--- config.mk ---
export PLATFORM = sky130hd
export DESIGN_NAME = risc_v_decode_stage
export DESIGN_NICKNAME = d
export VERILOG_FILES = /design/src/rtl/risc_v_pkg.sv /design/src/rtl/risc_v_decoder.sv /design/src/rtl/risc_v_decode_stage.sv
export SDC_FILE = /design/constraint.sdc
export NUM_CORES = 1
export LEC_CHECK = 0
export CAP_MARGIN = 20
export CORE_ASPECT_RATIO = 2
export CORE_MARGIN = 10
export CORE_UTILIZATION = 43
export DETAILED_ROUTE_END_ITERATION = 8
export GPL_ROUTABILITY_DRIVEN = 0
export PLACE_DENSITY = 0.68
export SYNTH_ARGS = -nofsm -noshare
export SYNTH_HDL_FRONTEND = slang
export SYNTH_SLANG_ARGS = --single-unit
--- constraint.sdc ---
create_clock -name clk_i -period 2.7 [get_ports clk_i]
set_input_delay 0.675 -clock clk_i [delete_from_list [all_inputs] [get_ports clk_i]]
set_output_delay 0.675 -clock clk_i [all_outputs]
set_load 0.01 [all_outputs]
--- src/rtl/risc_v_pkg.sv ---
// Shared RV32I decode definitions: ALU operation codes, opcodes, operand
// select encodings and the decoded-bundle record passed to execute.
package risc_v_pkg;

  localparam int XLEN = 32;

  typedef enum logic [4:0] {
    ALU_ADD  = 5'b00000,
    ALU_SLL  = 5'b00001,
    ALU_SLTS = 5'b00010,
    ALU_SLTU = 5'b00011,
    ALU_XOR  = 5'b00100,
    ALU_SRL  = 5'b00101,
    ALU_OR   = 5'b00110,
    ALU_AND  = 5'b00111,
    ALU_SUB  = 5'b01000,
    ALU_SRA  = 5'b01101,
    ALU_EQ   = 5'b11000,
    ALU_NE   = 5'b11001,
    ALU_LTS  = 5'b11100,
    ALU_GES  = 5'b11101,
    ALU_LTU  = 5'b11110,
    ALU_GEU  = 5'b11111
  } alu_op_e;

  typedef enum logic [1:0] {
    A_RS1  = 2'd0,
    A_PC   = 2'd1,
    A_ZERO = 2'd2
  } a_sel_e;

  typedef enum logic [1:0] {
    WB_ALU  = 2'd0,
    WB_LOAD = 2'd1,
    WB_PC4  = 2'd2
  } wb_src_e;

  localparam logic [6:0] OPC_LOAD     = 7'b0000011;
  localparam logic [6:0] OPC_MISC_MEM = 7'b0001111;
  localparam logic [6:0] OPC_OP_IMM   = 7'b0010011;
  localparam logic [6:0] OPC_AUIPC    = 7'b0010111;
  localparam logic [6:0] OPC_STORE    = 7'b0100011;
  localparam logic [6:0] OPC_OP       = 7'b0110011;
  localparam logic [6:0] OPC_LUI      = 7'b0110111;
  localparam logic [6:0] OPC_BRANCH   = 7'b1100011;
  localparam logic [6:0] OPC_JALR     = 7'b1100111;
  localparam logic [6:0] OPC_JAL      = 7'b1101111;

  typedef struct packed {
    alu_op_e     alu_op;
    a_sel_e      a_sel;
    logic        b_sel;
    logic [31:0] imm;
    logic [4:0]  rs1;
    logic [4:0]  rs2;
    logic [4:0]  rd;
    logic        wb_en;
    wb_src_e     wb_src;
    logic        mem_req;
    logic        mem_we;
    logic [2:0]  mem_size;
    logic        branch;
    logic        jal;
    logic        jalr;
    logic        illegal;
  } dec_bundle_t;

  // Idle bundle: also the reset value of the buffer entries.
  function automatic dec_bundle_t dec_nop();
    dec_bundle_t b;
    b.alu_op   = ALU_ADD;
    b.a_sel    = A_RS1;
    b.b_sel    = 1'b0;
    b.imm      = '0;
    b.rs1      = '0;
    b.rs2      = '0;
    b.rd       = '0;
    b.wb_en    = 1'b0;
    b.wb_src   = WB_ALU;
    b.mem_req  = 1'b0;
    b.mem_we   = 1'b0;
    b.mem_size = '0;
    b.branch   = 1'b0;
    b.jal      = 1'b0;
    b.jalr     = 1'b0;
    b.illegal  = 1'b0;
    return b;
  endfunction

  function automatic alu_op_e alu_from_f3(input logic [2:0] f3);
    case (f3)
      3'b000:  return ALU_ADD;
      3'b001:  return ALU_SLL;
      3'b010:  return ALU_SLTS;
      3'b011:  return ALU_SLTU;
      3'b100:  return ALU_XOR;
      3'b101:  return ALU_SRL;
      3'b110:  return ALU_OR;
      default: return ALU_AND;
    endcase
  endfunction

endpackage

--- src/rtl/risc_v_decoder.sv ---
// Combinational RV32I decoder: one instruction word in, one decoded bundle out.
// Register index fields are passed through raw; R-type and FENCE carry imm 0.
module risc_v_decoder
  import risc_v_pkg::*;
(
  input  logic [31:0] instr_i,
  output dec_bundle_t dec_o
);

  logic [6:0]  opcode;
  logic [2:0]  f3;
  logic [6:0]  f7;
  logic [31:0] imm_i, imm_s, imm_b, imm_u, imm_j;
  logic        ill;
  dec_bundle_t d;

  assign opcode = instr_i[6:0];
  assign f3     = instr_i[14:12];
  assign f7     = instr_i[31:25];

  assign imm_i = {{20{instr_i[31]}}, instr_i[31:20]};
  assign imm_s = {{20{instr_i[31]}}, instr_i[31:25], instr_i[11:7]};
  assign imm_b = {{19{instr_i[31]}}, instr_i[31], instr_i[7], instr_i[30:25], instr_i[11:8], 1'b0};
  assign imm_u = {instr_i[31:12], 12'b0};
  assign imm_j = {{11{instr_i[31]}}, instr_i[31], instr_i[19:12], instr_i[20], instr_i[30:21], 1'b0};

  always_comb begin
    d     = dec_nop();
    ill   = 1'b0;
    d.rs1 = instr_i[19:15];
    d.rs2 = instr_i[24:20];
    d.rd  = instr_i[11:7];
    case (opcode)
      OPC_OP: begin
        d.wb_en = 1'b1;
        case (f3)
          3'b000: begin
            if (f7 == 7'b0100000) d.alu_op = ALU_SUB;
            else                  ill      = (f7 != 7'b0000000);
          end
          3'b101: begin
            if (f7 == 7'b0100000) d.alu_op = ALU_SRA;
            else begin
              d.alu_op = ALU_SRL;
              ill      = (f7 != 7'b0000000);
            end
          end
          default: begin
            d.alu_op = alu_from_f3(f3);
            ill      = (f7 != 7'b0000000);
          end
        endcase
      end
      OPC_OP_IMM: begin
        d.wb_en  = 1'b1;
        d.b_sel  = 1'b1;
        d.imm    = imm_i;
        d.alu_op = alu_from_f3(f3);
        if (f3 == 3'b001) ill = (f7 != 7'b0000000);
        if (f3 == 3'b101) begin
          if (f7 == 7'b0100000) d.alu_op = ALU_SRA;
          else                  ill      = (f7 != 7'b0000000);
        end
      end
      OPC_LOAD: begin
        d.wb_en    = 1'b1;
        d.wb_src   = WB_LOAD;
        d.b_sel    = 1'b1;
        d.imm      = imm_i;
        d.mem_req  = 1'b1;
        d.mem_size = f3;
        ill        = (f3 == 3'b011) || (f3 == 3'b110) || (f3 == 3'b111);
      end
      OPC_STORE: begin
        d.b_sel    = 1'b1;
        d.imm      = imm_s;
        d.mem_req  = 1'b1;
        d.mem_we   = 1'b1;
        d.mem_size = f3;
        ill        = (f3 >= 3'b011);
      end
      OPC_BRANCH: begin
        d.imm    = imm_b;
        d.branch = 1'b1;
        case (f3)
          3'b000:  d.alu_op = ALU_EQ;
          3'b001:  d.alu_op = ALU_NE;
          3'b100:  d.alu_op = ALU_LTS;
          3'b101:  d.alu_op = ALU_GES;
          3'b110:  d.alu_op = ALU_LTU;
          3'b111:  d.alu_op = ALU_GEU;
          default: ill      = 1'b1;
        endcase
      end
      OPC_LUI: begin
        d.wb_en = 1'b1;
        d.a_sel = A_ZERO;
        d.b_sel = 1'b1;
        d.imm   = imm_u;
      end
      OPC_AUIPC: begin
        d.wb_en = 1'b1;
        d.a_sel = A_PC;
        d.b_sel = 1'b1;
        d.imm   = imm_u;
      end
      OPC_JAL: begin
        d.wb_en  = 1'b1;
        d.wb_src = WB_PC4;
        d.a_sel  = A_PC;
        d.b_sel  = 1'b1;
        d.imm    = imm_j;
        d.jal    = 1'b1;
      end
      OPC_JALR: begin
        d.wb_en  = 1'b1;
        d.wb_src = WB_PC4;
        d.b_sel  = 1'b1;
        d.imm    = imm_i;
        d.jalr   = 1'b1;
        ill      = (f3 != 3'b000);
      end
      OPC_MISC_MEM: ;
      default: ill = 1'b1;
    endcase
    if (instr_i[1:0] != 2'b11) ill = 1'b1;

    // Illegal entries keep raw fields and imm but carry no side effects.
    if (ill) begin
      d.alu_op   = ALU_ADD;
      d.a_sel    = A_RS1;
      d.b_sel    = 1'b0;
      d.wb_en    = 1'b0;
      d.wb_src   = WB_ALU;
      d.mem_req  = 1'b0;
      d.mem_we   = 1'b0;
      d.mem_size = '0;
      d.branch   = 1'b0;
      d.jal      = 1'b0;
      d.jalr     = 1'b0;
      d.illegal  = 1'b1;
    end else if (d.rd == 5'd0) begin
      d.wb_en = 1'b0;
    end
  end

  assign dec_o = d;

endmodule

--- src/rtl/risc_v_decode_stage.sv ---
// RV32I decode stage: combinational decoder feeding a 2-entry skid buffer so
// that instr_ready_o is registered while throughput stays at one beat/cycle.
//
// state    | meaning
// ST_EMPTY | no entries, dec_valid_o low
// ST_ONE   | head valid, can still accept
// ST_TWO   | head and skid valid, instr_ready_o low
module risc_v_decode_stage
  import risc_v_pkg::*;
#(
  parameter int              XLEN     = 32,
  parameter logic [XLEN-1:0] RESET_PC = '0
) (
  input  logic            clk_i,
  input  logic            arstn_i,
  input  logic            flush_i,
  input  logic [XLEN-1:0] instr_i,
  input  logic [XLEN-1:0] pc_i,
  input  logic            instr_valid_i,
  output logic            instr_ready_o,
  output logic            dec_valid_o,
  input  logic            dec_ready_i,
  output logic [4:0]      alu_op_o,
  output logic [1:0]      a_sel_o,
  output logic            b_sel_o,
  output logic [XLEN-1:0] imm_o,
  output logic [4:0]      rs1_o,
  output logic [4:0]      rs2_o,
  output logic [4:0]      rd_o,
  output logic            wb_en_o,
  output logic [1:0]      wb_src_o,
  output logic            mem_req_o,
  output logic            mem_we_o,
  output logic [2:0]      mem_size_o,
  output logic            branch_o,
  output logic            jal_o,
  output logic            jalr_o,
  output logic            illegal_o,
  output logic [XLEN-1:0] pc_o
);

  localparam logic [1:0] ST_EMPTY = 2'd0;
  localparam logic [1:0] ST_ONE   = 2'd1;
  localparam logic [1:0] ST_TWO   = 2'd2;

  dec_bundle_t     dec;
  dec_bundle_t     head_q, head_d, skid_q, skid_d;
  logic [XLEN-1:0] head_pc_q, head_pc_d, skid_pc_q, skid_pc_d;
  logic [1:0]      state_q, state_d;
  logic            ready_q, ready_d;
  logic            accept, pop;

  risc_v_decoder u_decoder (
    .instr_i (instr_i),
    .dec_o   (dec)
  );

  assign accept = instr_valid_i & ready_q & ~flush_i;
  assign pop    = dec_valid_o & dec_ready_i & ~flush_i;

  always_comb begin
    state_d   = state_q;
    head_d    = head_q;
    head_pc_d = head_pc_q;
    skid_d    = skid_q;
    skid_pc_d = skid_pc_q;
    case (state_q)
      ST_EMPTY: begin
        if (accept) begin
          head_d    = dec;
          head_pc_d = pc_i;
          state_d   = ST_ONE;
        end
      end
      ST_ONE: begin
        if (accept && pop) begin
          head_d    = dec;
          head_pc_d = pc_i;
        end else if (accept) begin
          skid_d    = dec;
          skid_pc_d = pc_i;
          state_d   = ST_TWO;
        end else if (pop) begin
          state_d = ST_EMPTY;
        end
      end
      ST_TWO: begin
        if (pop) begin
          head_d    = skid_q;
          head_pc_d = skid_pc_q;
          state_d   = ST_ONE;
        end
      end
      default: state_d = ST_EMPTY;
    endcase
    if (flush_i) state_d = ST_EMPTY;
    ready_d = (state_d != ST_TWO);
  end

  always_ff @(posedge clk_i or negedge arstn_i) begin
    if (!arstn_i) begin
      state_q   <= ST_EMPTY;
      ready_q   <= 1'b1;
      head_q    <= dec_nop();
      skid_q    <= dec_nop();
      head_pc_q <= RESET_PC;
      skid_pc_q <= RESET_PC;
    end else begin
      state_q   <= state_d;
      ready_q   <= ready_d;
      head_q    <= head_d;
      skid_q    <= skid_d;
      head_pc_q <= head_pc_d;
      skid_pc_q <= skid_pc_d;
    end
  end

  assign instr_ready_o = ready_q;
  assign dec_valid_o   = (state_q != ST_EMPTY);
  assign alu_op_o      = head_q.alu_op;
  assign a_sel_o       = head_q.a_sel;
  assign b_sel_o       = head_q.b_sel;
  assign imm_o         = head_q.imm;
  assign rs1_o         = head_q.rs1;
  assign rs2_o         = head_q.rs2;
  assign rd_o          = head_q.rd;
  assign wb_en_o       = head_q.wb_en;
  assign wb_src_o      = head_q.wb_src;
  assign mem_req_o     = head_q.mem_req;
  assign mem_we_o      = head_q.mem_we;
  assign mem_size_o    = head_q.mem_size;
  assign branch_o      = head_q.branch;
  assign jal_o         = head_q.jal;
  assign jalr_o        = head_q.jalr;
  assign illegal_o     = head_q.illegal;
  assign pc_o          = head_pc_q;

endmodule

# Word level (Yosys, flattened, before mapping)
# Index checks and enable logic that the tools add are counted.
# word_totals
regBits	201
in_bits	69
output_inout_bits	101
# classes
order_cmp	1
eq_ne	25
mux	47
n_bitwise	6
n_reduce_logical	22
# ops
op	count
$mux 67	3
$pmux 67 s3	1
$pmux 32 s5	1
$mux 32	3
$pmux 32 s3	1
$pmux 5 s6	1
$eq 7x6->1 const B	4
$eq 7x7->1 const B	3
$pmux 3 s7	1
$mux 1	16
$pmux 3 s5	1
$pmux 5 s3	1
$eq 7x5->1 const B	2
$reduce_or 7->1	2
$eq 3x3->1 const B	4
$mux 2	6
$mux 11	1
$mux 5	2
$ne 2x2->1 const B	5
$pmux 5 s2	1
$reduce_or 2->1	5
$mux 4	2
$mux 8	1
$pmux 2 s2	2
25 further kinds	32

# Longest topological paths before layout
# Gate-level depths: netlist of run 1.
# depth
ltp_word	9
ltp_mapped	8
ltp_nobuf	5

# Hierarchy
# From an unflattened synthesis of run 1, not the netlist that was laid out.
# unflattened
cells_unflattened	824
hier_area_um2	9511.6
# by_module_without_submodules
mod	n_inst	cells_each	area_per_inst_um2	seq_area_each_um2
risc_v_decode_stage	1	657	8324.2	5031.1
risc_v_decoder	1	167	1187.4	0.0

# Least setup slack after synthesis of run 1
# Ideal clock, no wire load.
# synth_timing
path_type	input to register
startpoint	input instr_i[6]
endpoint	register head_q, in the netlist alu_op_o[1]
setup_time_ps	80
arrival_ps	2194
required_ps	2620
setup_slack_ps	426
stages	6
n_path_buf	1
cell_sequence	buf_4 xor2_1 a2111oi_4 o211ai_4 or4b_4 o22ai_2
# synth_between
elab_chain_len	7
# synth_rtl
item	line	rtl
start, declared	risc_v_decode_stage.sv:17	input logic [XLEN-1:0] instr_i,
$eq 7x4->1, or another cell as far along	risc_v_decoder.sv:33	case (opcode)
$reduce_or 4->1 (no source line)	n/a	
$pmux 1 s7	risc_v_decoder.sv:33	
$mux 1	risc_v_decoder.sv:126	if (instr_i[1:0] != 2'b11) ill = 1'b1;
$mux 8 (*)	risc_v_decoder.sv:129	if (ill) begin
$mux 67 (on tied branches)	risc_v_decode_stage.sv:76, risc_v_decode_stage.sv:69	
$pmux 67 s3 (*)	risc_v_decode_stage.sv:67	case (state_q)
end signal, assigned	risc_v_decode_stage.sv:104	head_q <= dec_nop();
end, declared	risc_v_decode_stage.sv:47	dec_bundle_t head_q, head_d, skid_q, skid_d;
# Every way passes the cells marked *; elsewhere a longest branch is shown, timed or not. The select of a mux whose other input is x is not followed.
# A chain may end at the register's enable or synchronous reset.

# Final worst setup path of run 1
# layout_timing
startpoint	register state_q[1]
endpoint	output dec_valid_o
# layout_between
elab_chain_len	1
# layout_rtl
item	line	rtl
start, declared	risc_v_decode_stage.sv:49	logic [1:0] state_q, state_d;
start signal, assigned	risc_v_decode_stage.sv:109	state_q <= state_d;
$reduce_bool 2->1	risc_v_decode_stage.sv:119	assign dec_valid_o = (state_q != ST_EMPTY);
end, declared	risc_v_decode_stage.sv:21	output logic dec_valid_o,
# Every way passes these cells.

==> impl_metrics.ini, run 1 <==
[status]
status = completed

[sta]
hold_viol = 0
fin_crit_ns = 2.507
max_freq_ghz = 0.3988
setup_viol = 0
max-slew-margin-rel_pct = 48.78
rsz0062_at_grt = no
finalCritPeriodShare_pct = 92.87
layout_setup_ws_ns = 0.1925
tns_ns = 0
finClkSkew_ns = 0.005820
worst_pin_slew_ns = 0.7647
slew_viol_final = 0
holdWs_ns = 0.2053

[cells_and_area]
fin_cells = 1514
nets = 1302
area_delta_synth_final_pct = 34.10
drive_above_1_share_pct = 10.84
final_common_cell = nand2_1
final_cell_mix = nand2_1 (323), dfrtp_1 (200), clkdlybuf4s50_1 (168), nor2_1 (113), buf_4 (71)
antennaDiodeCount = 0

[synthesis]
synth_fp_nets = 1110
synthFlopType = dfrtp_1
synthArstFlopShare_pct = 100.0
avgSynthCellArea_um2 = 8.726
yosysSeqAreaShare_pct = 55.39
netlist_area_um2 = 9084
yosys_register_bits = 201
synth_cells = 1041
yosys_warnings = 0
synth_cell_types = 57
synth_edf_count = 0

[power_and_ir_drop]
switching_power_w = 0.002268
p_leak_nw = 5.438
combPwrFrac_pct = 20.6
p_clk_share_pct = 33.1
power_w = 0.008302
vdd_ir_drop_max_mv = 0.3899
seqPwrFrac_pct = 46.3
swShare_pct = 27.32
power.density_nw_per_um2 = 681.5
p_int_w = 0.006034

[clock_tree]
numCtsBuffers = 19
clkTransAtPathRegs_ns = 0.07
cts_setup_buffers = 0
h-tree-depth = 1
cts.sinks = 201
cts_resized = 0
clk_latency_ns = 0.48
clockBufferDepth = 3
cts_hold_buf = 0
cts_tree = yes
root_buffer = clkbuf_16

[global_route]
grt_max_degree = 76
grtUsageTotal_pct = 20.68
antenna_found_initial = 0
overflow = 0
grt_pass1_vias = 8315
grt_pass1_wl_um = 45750

[floorplan]
start_util_pct = 43.41
die_w_um = 122.8
die_h_um = 225.5
ios = 170
core-area_um2 = 20930
row_count = 75
dieArea_um2 = 27690

[flow_run]
timing.max_cap.violations = 0

[setup_path]
path_class = flop to primary output
critPathSlowestCell = dfrtp_1
cp.required_ns = 2.03
cp_max_fo = 11
critPathLaunchType = flop
cp-end-kind = primary output
critPathMaxStageDelay_ns = 0.51
crit_chain = or2_2 > clkdlybuf4s50_1
arrival_ns = 1.83

[place]
io_buffers = 169
pre_cts_slack_ns = -0.1812
post-dp-hpwl_um = 21060
place_inst = 1481

[routing]
routed_wirelength_um = 28730
viasPerCell = 5.366
wl_per_cell_um = 18.98
drc_errors = 0
ant_nets = 0
first_pass_iters = 5
num_vias = 8124
dr.first_iter.drc_count = 674

[min_path]
min_path_type = input port to async pin
## routing by layer
layer	track usage [%]	share of wire (%)	vias up
met5	0	0	-
met4	9.893	5.1	0
met3	2.635	5.3	77
met2	36.61	53	267
met1	23.69	37	3892
li1	-	-	3888
## logic make-up (layout without fill, tap and decap cells)
kind of cell / Yosys count / in the layout / share of synthesized area, %
multiplexers: 7 / 7 / 0.7851
buffers and inverters: 85 / 289 / 3.857
AND/OR/NAND/NOR: 523 / 523 / 24.09
flip-flops: 201 / 201 / 55.39
XOR/XNOR: 2 / 2 / 0.1929
AO/OA/AOI/OAI: 223 / 223 / 15.69
## through the flow
| step | utilization, % | instance area, µm² |
|---|---|---|
| floorplan | - | 9084 |
| CTS | 58.21 | 12180 |
| finish | 58.21 | 12180 |
| detailed placement | 55.18 | 11550 |
| global route | 58.21 | 12180 |
| global placement | 55.18 | 11550 |
## layout make-up
class,instances,area (µm²)
multi-input cells,755,3745
well taps,269,336.6
inverters,7,26.28
fillers,1874,8745
clock inverters,5,75.07
flip-flops and latches,201,5031
repair buffers,249,2409
clock buffers,28,559.3
## synth_stat cells (3+ instances only)
cell | count | area, µm²
o31ai_1 | 6 | 45.04
or2_2 | 5 | 31.28
a22oi_1 | 5 | 37.54
o22ai_1 | 3 | 18.77
nor4_1 | 3 | 18.77
clkbuf_1 | 55 | 206.5
o21ai_0 | 38 | 190.2
nand2b_1 | 5 | 31.28
o211ai_1 | 3 | 22.52
inv_1 | 7 | 26.28
nor2b_1 | 3 | 18.77
a211oi_1 | 19 | 142.6
dfrtp_1 | 200 | 5005
nand4_1 | 4 | 25.02
and3b_1 | 3 | 26.28
nand2_1 | 323 | 1212
a31oi_1 | 58 | 362.9
mux2i_1 | 6 | 60.06
a21oi_1 | 58 | 290.3
or4_1 | 5 | 37.54
nor3_1 | 18 | 90.09
nor2_1 | 113 | 424.2
nand4bb_1 | 3 | 33.78
nand3_1 | 15 | 75.07
a31o_2 | 4 | 35.03
a21o_1 | 11 | 82.58
buf_2 | 16 | 80.08
or3_1 | 3 | 18.77
buf_1 | 5 | 18.77
and2_1 | 12 | 75.07
## worst max-delay path: cells and delay by family (launching register included)
family | cells | cell delay, ns
flops | 1 | 0.51
simple gates | 1 | 0.35
buf+inv | 1 | 0.50
## power by group through the flow
stage	clock network (W)	registers [W]	logic, W
finish	0.00275	0.00384	0.00171
global route	0.00292	0.00391	0.00188
floorplan	0	0.00394	0.000648
global placement	0	0.00387	0.00169
detailed placement	0	0.00390	0.00173
CTS	0.00281	0.00385	0.00174
## worst paths after layout
| kind | endpoint | slack [ns] | depth (start not counted) | start |
|---|---|---|---|---|
| max | dec_valid_o | 0.19 | 2 | state_q[1] |
| min | imm_o[1] | 0.21 | 1 | arstn_i |
| max reg2reg | skid_q[39] | 0.59 | 4 | instr_ready_o |
| min reg2reg | skid_q[35] | 0.47 | 2 | skid_q[35] |
| max in group asynchronous | instr_ready_o | 1.72 | 2 | arstn_i |
| min in group clk_i | skid_q[35] | 0.47 | 2 | skid_q[35] |
## sequential cells by signal (all words and copies together) (netlist names), 2 cells and up
| register | cells |
|---|---|
| a_sel_o | 2 |
| alu_op_o | 5 |
| imm_o | 32 |
| mem_size_o | 3 |
| pc_o | 32 |
| rd_o | 5 |
| rs1_o | 5 |
| rs2_o | 5 |
| skid_pc_q | 32 |
| skid_q | 67 |
| state_q | 2 |
| wb_src_o | 2 |
Power figures use the tool's default switching activity.
==> run 2: changes to the inputs <==
- MAX_ROUTING_LAYER: default -> met4
- clock period: 2.7 -> 2.5 ns (I/O delays scaled with it)
==> impl_metrics.ini, run 2 (synthesized netlist as in run 1, its figures left out) <==
[setup_path]
worstRegToRegCells = 7
worst-path-buf-inv = 1
critPathLaunchType = flop
path_class = flop to primary output
r2r-start = instr_ready_o
cp_max_fo = 11
rrSetupSlack_ns = 0.48
cp-end-kind = primary output
crit_chain = or2_2 > clkdlybuf4s50_1
cp.required_ns = 1.88
critPathSlowestCell = clkdlybuf4s50_1
startpoint = state_q[1]
arrival_ns = 1.79
cpLargestDelayFamily = buffers and inverters
worst-path-stages = 2
critPathMaxStageDelay_ns = 0.51

[clock_tree]
clkTransAtPathRegs_ns = 0.07
cts_tree = yes
root_buffer = clkbuf_16
clockBufferDepth = 3
h-tree-depth = 1
clk_latency_ns = 0.49
numCtsBuffers = 19
cts.sinks = 201

[sta]
fin_crit_ns = 2.418
layout_setup_ws_ns = 0.08211
finalCritPeriodShare_pct = 96.72
finClkSkew_ns = 0.01541
setup_viol = 0
worst_pin_slew_ns = 0.6417
tns_ns = 0
hold_viol = 0
slew_viol_final = 0
rsz0062_at_grt = no
max-slew-margin-rel_pct = 56.96
max_freq_ghz = 0.4136

[routing]
num_vias = 8225
dr.first_iter.drc_count = 559
drc_errors = 0
viasPerCell = 5.365
wl_per_cell_um = 19.03
ant_nets = 0
first_pass_iters = 5
routed_wirelength_um = 29170

[floorplan]
ios = 170
die_w_um = 122.8
core-area_um2 = 20930
die_h_um = 225.5
row_count = 75
start_util_pct = 43.41
dieArea_um2 = 27690

[min_path]
min_path_type = input port to async pin

[global_route]
antenna_found_initial = 0
grtUsageTotal_pct = 21.70
grt_pass1_wl_um = 46710
overflow = 0
grt_max_degree = 64
grt_pass1_vias = 8469

[cells_and_area]
drive_above_1_share_pct = 12.26
fillers = 1882
antennaDiodeCount = 0
area_delta_synth_final_pct = 35.78
final_cell_mix = nand2_1 (323), dfrtp_1 (199), clkdlybuf4s50_1 (168), nor2_1 (113), buf_4 (87)
final_common_cell = nand2_1
fin_cells = 1533
largest-register = skid_q
multi_input_area_um2 = 3745
nets = 1322
largest_reg_flops = 67
seq_area_um2 = 5032

[place]
post-dp-hpwl_um = 21340
io_buffers = 169
pre_cts_slack_ns = -0.3977
place_inst = 1501

[power_and_ir_drop]
p_leak_nw = 5.524
vdd_ir_drop_max_mv = 0.4463
power.density_nw_per_um2 = 714.7
power_w = 0.008816

[flow_run]
timing.max_cap.violations = 0

[status]
status = completed
-- run 2: final cells by class --
cell class                      count  area share (%)
Sequential cell                   201           40.80
Multi-Input combinational cell    755           30.36
Timing Repair Buffer              269           21.15
Clock buffer                       28           4.534
Tap cell                          269           2.729
Clock inverter                      4          0.2130
Inverter                            7          0.2130
-- run 2: per-layer routing --
layer | wire, µm | GRT usage (%) | vias to the layer above
li1 | - | - | 3930
met1 | 10780 | 23.34 | 3965
met2 | 15730 | 38.68 | 245
met3 | 1219 | 2.233 | 85
met4 | 1449 | 10.01 | 0
met5 | 0 | - | -
-- run 2: timing repair --
action	in CTS	in global routing
endpoints found under the setup margin	0	1
hold buffers	0	0
gates resized for setup	0	1
setup buffers	0	0
-- run 2: path summary, 6_finish.rpt --
path                                 end
hold / removal                  imm_o[1]
hold reg to reg               skid_q[37]
setup / recovery             dec_valid_o
min in group clk_i            skid_q[37]
setup reg to reg           mem_size_o[2]
max in group asynchronous     skid_q[12]
-- run 2: worst register-to-register path: stages, from the launching register on --
cell and delay [ns]:
dfstp_2 0.53, nand2_1 0.10, buf_4 0.15, nor3_1 0.29
o21ba_4 0.29, buf_4 0.27, mux2i_1 0.23, a21o_1 0.10
-- run 2: through the flow --
step,util (%),area [µm²],hold slack (ns)
after floorplan,-,9084,0.3294
after global placement,56.14,11750,0.4482
after detailed placement,56.14,11750,0.4539
after CTS,58.94,12330,0.1455
after global routing,58.94,12330,0.1565
final,58.94,12330,0.1377
-- run 2: report_power, final --
part | switching [W] | internal [W] | total [W]
logic | 0.000908 | 0.000961 | 0.00187
clock network | 0.00123 | 0.00155 | 0.00278
registers | 0.000343 | 0.00382 | 0.00417
